$ cat src/rtl/decoder_stage_controller_pkg.sv
// decoder_stage_controller_pkg: shared stage encodings and FSM state type
package decoder_stage_controller_pkg;
  localparam int STAGE_WIDTH = 3;
  localparam logic [STAGE_WIDTH-1:0] STAGE_IDLE                 = 3'd0;
  localparam logic [STAGE_WIDTH-1:0] STAGE_MEASUREMENT_LOADING  = 3'd1;
  localparam logic [STAGE_WIDTH-1:0] STAGE_GROW                 = 3'd2;
  localparam logic [STAGE_WIDTH-1:0] STAGE_MERGE                = 3'd3;
  localparam logic [STAGE_WIDTH-1:0] STAGE_PEELING              = 3'd4;
  localparam logic [STAGE_WIDTH-1:0] STAGE_RESULT_VALID         = 3'd5;
  localparam logic [STAGE_WIDTH-1:0] STAGE_STREAMING_CORRECTION = 3'd6;
  typedef enum logic [STAGE_WIDTH-1:0] {
    S_IDLE   = STAGE_IDLE,
    S_LOAD   = STAGE_MEASUREMENT_LOADING,
    S_GROW   = STAGE_GROW,
    S_MERGE  = STAGE_MERGE,
    S_PEEL   = STAGE_PEELING,
    S_RESULT = STAGE_RESULT_VALID
  } stage_e;
  // last stage_cnt value of a phase that must be held n cycles
  function automatic logic [7:0] last_cnt(int n);
    return 8'(n - 1);
  endfunction
endpackage

$ cat src/rtl/decoder_stage_controller_if.sv
// decoder_stage_controller_if: start/result handshake plus PU mesh flags and stage broadcast
interface decoder_stage_controller_if
  import decoder_stage_controller_pkg::*;
#(
  parameter int PU_COUNT   = 64,
  parameter int ITER_WIDTH = 8
);
  logic                   start;
  logic                   ready;
  logic [PU_COUNT-1:0]    busy;
  logic [PU_COUNT-1:0]    odd;
  logic [STAGE_WIDTH-1:0] global_stage;
  logic                   result_valid;
  logic                   result_ready;
  logic [ITER_WIDTH-1:0]  growth_iterations;
  logic [31:0]            decode_cycles;
  logic                   iteration_limit_hit;
  modport master (
    input  start, busy, odd, result_ready,
    output ready, global_stage, result_valid, growth_iterations, decode_cycles, iteration_limit_hit
  );
  modport slave (
    output start, busy, odd, result_ready,
    input  ready, global_stage, result_valid, growth_iterations, decode_cycles, iteration_limit_hit
  );
endinterface

$ cat src/rtl/decoder_stage_controller_busy_odd_reducer.sv
// busy_odd_reducer: registered OR-reduction of the per-PU busy and odd flags
module busy_odd_reducer #(
  parameter int PU_COUNT = 64
) (
  input  logic                clk,
  input  logic                reset,
  input  logic [PU_COUNT-1:0] busy,
  input  logic [PU_COUNT-1:0] odd,
  output logic                any_busy_q,
  output logic                any_odd_q
);
  // sample the mesh-wide flags once per cycle; all decisions use these copies
  always_ff @(posedge clk or posedge reset)
    if (reset) begin
      any_busy_q <= 1'b0;
      any_odd_q  <= 1'b0;
    end else begin
      any_busy_q <= |busy;
      any_odd_q  <= |odd;
    end
endmodule

$ cat src/rtl/decoder_stage_controller.sv
// decoder_stage_controller: sequences load/merge/grow/peel across the PU array and hands off the result
module decoder_stage_controller
  import decoder_stage_controller_pkg::*;
#(
  parameter int PU_COUNT      = 64,
  parameter int LOAD_CYCLES   = 1,
  parameter int GROW_CYCLES   = 2,
  parameter int SETTLE_CYCLES = 3,
  parameter int ITER_WIDTH    = 8,
  parameter int MAX_GROW      = 32
) (
  input logic                         clk,
  input logic                         reset,
  decoder_stage_controller_if.master  bus
);
  localparam logic [7:0]            LOAD_LAST   = last_cnt(LOAD_CYCLES);
  localparam logic [7:0]            GROW_LAST   = last_cnt(GROW_CYCLES);
  localparam logic [7:0]            SETTLE_LAST = last_cnt(SETTLE_CYCLES);
  localparam logic [ITER_WIDTH-1:0] MAX_G       = ITER_WIDTH'(MAX_GROW);
  stage_e     state;
  logic [7:0] stage_cnt;
  logic       any_busy_q, any_odd_q;
  logic       settled;
  busy_odd_reducer #(.PU_COUNT(PU_COUNT)) u_reducer (
    .clk(clk), .reset(reset), .busy(bus.busy), .odd(bus.odd),
    .any_busy_q(any_busy_q), .any_odd_q(any_odd_q)
  );
  // the state register is the broadcast stage, so global_stage is glitch-free
  assign bus.global_stage = state;
  assign bus.ready        = state == S_IDLE;
  assign bus.result_valid = state == S_RESULT;
  assign settled          = stage_cnt >= SETTLE_LAST && !any_busy_q;
  // stage sequencer with per-stage dwell counter and decode statistics
  always_ff @(posedge clk or posedge reset)
    if (reset) begin
      state                   <= S_IDLE;
      stage_cnt               <= '0;
      bus.growth_iterations   <= '0;
      bus.decode_cycles       <= '0;
      bus.iteration_limit_hit <= 1'b0;
    end else begin
      stage_cnt <= stage_cnt + {7'd0, stage_cnt != 8'hff};
      if (state inside {S_LOAD, S_GROW, S_MERGE, S_PEEL} && bus.decode_cycles != '1)
        bus.decode_cycles <= bus.decode_cycles + 32'd1;
      case (state)
        S_IDLE: if (bus.start) begin
          state                   <= S_LOAD;
          stage_cnt               <= '0;
          bus.growth_iterations   <= '0;
          bus.decode_cycles       <= '0;
          bus.iteration_limit_hit <= 1'b0;
        end
        S_LOAD: if (stage_cnt >= LOAD_LAST) begin
          state     <= S_MERGE;
          stage_cnt <= '0;
        end
        S_MERGE: if (settled) begin
          stage_cnt <= '0;
          if (any_odd_q && bus.growth_iterations < MAX_G) begin
            state                 <= S_GROW;
            bus.growth_iterations <= bus.growth_iterations + 1'b1;
          end else begin
            state <= S_PEEL;
            if (any_odd_q) bus.iteration_limit_hit <= 1'b1;
          end
        end
        S_GROW: if (stage_cnt >= GROW_LAST) begin
          state     <= S_MERGE;
          stage_cnt <= '0;
        end
        S_PEEL: if (settled) begin
          state     <= S_RESULT;
          stage_cnt <= '0;
        end
        S_RESULT: if (bus.result_ready) begin
          state     <= S_IDLE;
          stage_cnt <= '0;
        end
        default: state <= S_IDLE;
      endcase
    end
endmodule
$ cat src/flat_wrapper.sv
// flat-port wrapper written by rule: the top's interface ports become plain ports
module decoder_stage_controller_flat import decoder_stage_controller_pkg::*;
#(
  parameter int PU_COUNT      = 64,
  parameter int LOAD_CYCLES   = 1,
  parameter int GROW_CYCLES   = 2,
  parameter int SETTLE_CYCLES = 3,
  parameter int ITER_WIDTH    = 8,
  parameter int MAX_GROW      = 32
)
  (clk, reset, bus_start, bus_busy, bus_odd, bus_result_ready, bus_ready, bus_global_stage, bus_result_valid, bus_growth_iterations, bus_decode_cycles, bus_iteration_limit_hit);
  decoder_stage_controller_if #(.PU_COUNT(PU_COUNT), .ITER_WIDTH(ITER_WIDTH)) bus_i ();
  input logic clk;
  input logic reset;
  input wire logic [$bits(bus_i.start)-1:0] bus_start;
  input wire logic [$bits(bus_i.busy)-1:0] bus_busy;
  input wire logic [$bits(bus_i.odd)-1:0] bus_odd;
  input wire logic [$bits(bus_i.result_ready)-1:0] bus_result_ready;
  output wire logic [$bits(bus_i.ready)-1:0] bus_ready;
  output wire logic [$bits(bus_i.global_stage)-1:0] bus_global_stage;
  output wire logic [$bits(bus_i.result_valid)-1:0] bus_result_valid;
  output wire logic [$bits(bus_i.growth_iterations)-1:0] bus_growth_iterations;
  output wire logic [$bits(bus_i.decode_cycles)-1:0] bus_decode_cycles;
  output wire logic [$bits(bus_i.iteration_limit_hit)-1:0] bus_iteration_limit_hit;
  assign bus_i.start = bus_start;
  assign bus_i.busy = bus_busy;
  assign bus_i.odd = bus_odd;
  assign bus_i.result_ready = bus_result_ready;
  assign bus_ready = bus_i.ready;
  assign bus_global_stage = bus_i.global_stage;
  assign bus_result_valid = bus_i.result_valid;
  assign bus_growth_iterations = bus_i.growth_iterations;
  assign bus_decode_cycles = bus_i.decode_cycles;
  assign bus_iteration_limit_hit = bus_i.iteration_limit_hit;
  decoder_stage_controller #(.PU_COUNT(PU_COUNT), .LOAD_CYCLES(LOAD_CYCLES), .GROW_CYCLES(GROW_CYCLES), .SETTLE_CYCLES(SETTLE_CYCLES), .ITER_WIDTH(ITER_WIDTH), .MAX_GROW(MAX_GROW)) u_core (.clk(clk), .reset(reset), .bus(bus_i));
endmodule
$ cat config.mk
export PLATFORM = sky130hd
export DESIGN_NAME = decoder_stage_controller_flat
export DESIGN_NICKNAME = d
export VERILOG_FILES = /design/src/rtl/decoder_stage_controller_pkg.sv /design/src/rtl/decoder_stage_controller_if.sv /design/src/rtl/decoder_stage_controller_busy_odd_reducer.sv /design/src/rtl/decoder_stage_controller.sv /design/src/flat_wrapper.sv
export SDC_FILE = /design/constraint.sdc
export NUM_CORES = 1
export LEC_CHECK = 0
export ABC_AREA = 1
export BUFFER_PORTS_ARGS = -buffer_cell sky130_fd_sc_hd__buf_2
export CAP_MARGIN = 5
export CORE_MARGIN = 2
export CORE_UTILIZATION = 50
export DETAILED_ROUTE_END_ITERATION = 8
export GPL_TIMING_DRIVEN = 1
export PLACE_DENSITY = 0.86
export SLEW_MARGIN = 20
export SYNTH_ARGS = -nofsm -noshare
export SYNTH_HDL_FRONTEND = slang
export SYNTH_SLANG_ARGS = --single-unit
export TNS_END_PERCENT = 20
$ cat constraint.sdc
create_clock -name clk -period 2.7 [get_ports clk]
set_clock_uncertainty 0.1 [all_clocks]
set_input_delay 0.405 -clock clk [delete_from_list [all_inputs] [get_ports clk]]
set_output_delay 0.405 -clock clk [all_outputs]
set_load 0.005 [all_outputs]
==> flow_metrics.tcl <==
set metrics [dict create \
    track_usage_pct 25.3 \
    ys_warn_count 0 \
    synth_edf_count 0 \
    path_clk_slew_ns 0.10 \
    combPwrFrac_pct 44.4 \
    clkSinkCount 54 \
    fin_area_sq_um 4670 \
    yosysMostFrequentCell "nand2_1" \
    power_frac_seq_pct 40.4 \
    finalSetupViolations 0 \
    die_area_sq_um 7930 \
    run_status "complete, no violations" \
    max-vdd-ir-drop_uv 439 \
    drt-initial-drc-count 255 \
    synth.cell_area_sq_um 3620 \
    wl_microns 10100 \
    async_flop_share_pct 100 \
    dp_hpwl_microns 8280 \
    regToRegSetupSlack_ns 0.60 \
    place_congestion 0.916 \
    cpLargestDelayFamily "simple AND/OR/NAND/NOR gates" \
    coreArea_sq_um 7140 \
    num_io_pins 178 \
    maxCapViolations 0 \
    leakagePower_nw 2.45 \
    tightestPinTransition_ns 0.664 \
    cts_buffer_depth 2 \
    fin_util_pct 65.5 \
    hold_buffers 1 \
    p_sw_share_pct 43.5 \
    syn_inst 531 \
    max-slew-margin-rel_pct 55.7 \
    whs_endpoint "u_core.u_reducer.any_busy_q" \
    synth_common_cells "nand2_1, nor2_1, inv_1" \
    grt_max_degree 32 \
    antenna_found_initial 0 \
    rr_startpoint "u_core.bus.decode_cycles[1]" \
    row_count 31 \
    crit_buf_inv 3 \
    hold_viol 0 \
    routedWlPerCell_microns 12.5 \
    synth_nets 667 \
    crit_path_start "u_core.bus.decode_cycles[1]" \
    insertion_delay_ns 0.30 \
    ys_ff_latch 54 \
    hold_path_class "primary input to flop" \
    grt_first_pass_wirelength_microns 16100 \
    synth_top_area_share_pct 37.3 \
    nets 846 \
    hold_path_startpoint "bus_busy[38]" \
    cts_buffers 5 \
    cp.required_ns 2.84 \
    syn_avg_cell_area_sq_um 6.81 \
    yosysTopAreaCell "dfrtp_1" \
    portBuffers 177 \
    n_antenna_cell 0 \
    hold_depth 5 \
    cp_slowest_stage_delay_ns 0.43 \
    grt_pass1_vias 3894 \
    drive_gt1_share_pct 30.6 \
    postPlaceCellArea_sq_um 4590 \
    grt_setup_unrepaired "no" \
    synth.distinct_cells 31 \
    endpoint_kind "flop" \
    cts_max_level 2 \
    synth_ff_type "dfrtp_1" \
    crit_arrival_ns 2.24 \
    initial_core_util_pct 50.7 \
    crit_chain "ha_1, inv_1, nor2_4, nand2_2, nor2_4, nand2_2, nand2_4, inv_4, nand2_1, nand2_1, inv_1, nor2_1" \
    slew_viol_final 0 \
    intPower_mw 1.61 \
    p_sw_mw 1.24 \
    cts_tree "yes" \
    synth_area_leaders "dfrtp_1, nand2_1, nor2_1" \
    drtAntennaViolNets 0 \
    drc 0 \
    dr.pass1.iters 4 \
    cp.depth 12 \
    dieWidth_microns 89.1 \
    overflow 0 \
    cts_root_buffer "clkbuf_8" \
    die_h_microns 89.1 \
    post_cts_buffers 0 \
    max_freq_mhz 476 \
    pwr_density_cell_nw_per_um2 609 \
    cts_resized 0 \
    finalSetupTns_ns 0 \
    yosysSeqAreaShare_pct 37.3 \
    fin_crit_ns 2.10 \
    vias_per_cell 5.14 \
    crit_path_max_fanout 31 \
    period_share_pct 77.8 \
    r2r-end "u_core.bus.decode_cycles[17]" \
    vias 4161 \
    crit_slowest_cell "dfrtp_1" \
    area_growth_pct 29.1 \
    start_kind "flop" \
    rr_worst_depth 12 \
    p_clk_share_pct 15.2 \
    path_class "flop to flop" \
]
[final cells by class]
cell class / instances / area [sq um]
clock buffers: 7 / 76.3
fillers: 652 / 2460
inverters: 62 / 235
multi-input cells: 406 / 1970
flip-flops and latches: 54 / 1350
well taps: 99 / 124
repair buffers: 181 / 918
[layout by cell type, fill, tap and decap left out, types with 7 or more instances in the layout]
cell	Yosys	routed
o21ai_0	16	16
nor2_1	99	99
nand3_2	7	7
dfrtp_1	54	54
inv_1	59	58
buf_2	3	177
nand2_1	146	146
nand3_1	29	29
nand4_1	13	13
nor4_1	33	33
o21bai_1	9	9
[stage by stage]
step	hold WS [ns]	power [mW]	worst slack, ns	std cells
2_1_floorplan	0.382	2.04	0.880	531
3_3_place_gp	0.289	2.36	0.732	801
3_5_place_dp	0.289	2.42	0.638	801
4_1_cts	0.291	2.85	0.614	809
5_1_grt	0.298	3.09	0.378	809
6_report	0.300	2.85	0.599	809
[routing by layer]
layer  track usage (%)  vias up  share of wire (%)
met5                 0        -                  0
met4              8.14        0                1.2
met3              3.32       14                5.5
met2              49.9      157                 55
met1              27.8     1910                 38
li1                  -     2080                  -
[power groups by stage]
stage	combinational, mW	sequential, mW	clock (mW)
2_1_floorplan	0.902	1.14	0
3_3_place_gp	1.21	1.15	0
3_5_place_dp	1.26	1.16	0
4_1_cts	1.26	1.14	0.444
5_1_grt	1.44	1.17	0.475
6_report	1.26	1.15	0.432
[worst max-delay path by stage]
stage / to / slack [ns]
final: u_core.bus.decode_cycles[17] / 0.60
after global routing: u_core.bus.decode_cycles[17] / 0.38
after CTS: u_core.bus.decode_cycles[14] / 0.61
after detailed placement: u_core.bus.decode_cycles[17] / 0.64
after global placement: u_core.bus.decode_cycles[24] / 0.73
after floorplan: u_core.bus.decode_cycles[0] / 0.88
[logic make-up (layout without fill, tap and decap cells)]
| logic type | after synthesis | in the layout | synth area share, % |
|---|---|---|---|
| AOI/OAI and AO/OA | 37 | 37 | 5.84 |
| adders and majority gates | 4 | 4 | 1.38 |
| DFF | 54 | 54 | 37.3 |
| buffers and inverters | 71 | 250 | 8.26 |
| and+or+nand+nor | 356 | 356 | 45.0 |
| xor gates and xnor gates | 9 | 9 | 2.18 |
[state kept, by name (all words and copies together), names as in the netlist]
signal	cells
u_core.bus.decode_cycles	32
u_core.bus.global_stage	3
u_core.bus.growth_iterations	8
u_core.bus.iteration_limit_hit	1
u_core.stage_cnt	8
u_core.u_reducer.any_busy_q	1
u_core.u_reducer.any_odd_q	1
[worst min-delay path, stage by stage]
cell	delay, ns
buf_2	0.08
nor4_1	0.04
nand4_1	0.06
nor2_1	0.04
nand2_1	0.05
No activity file was read; power rests on OpenSTA's default activity.
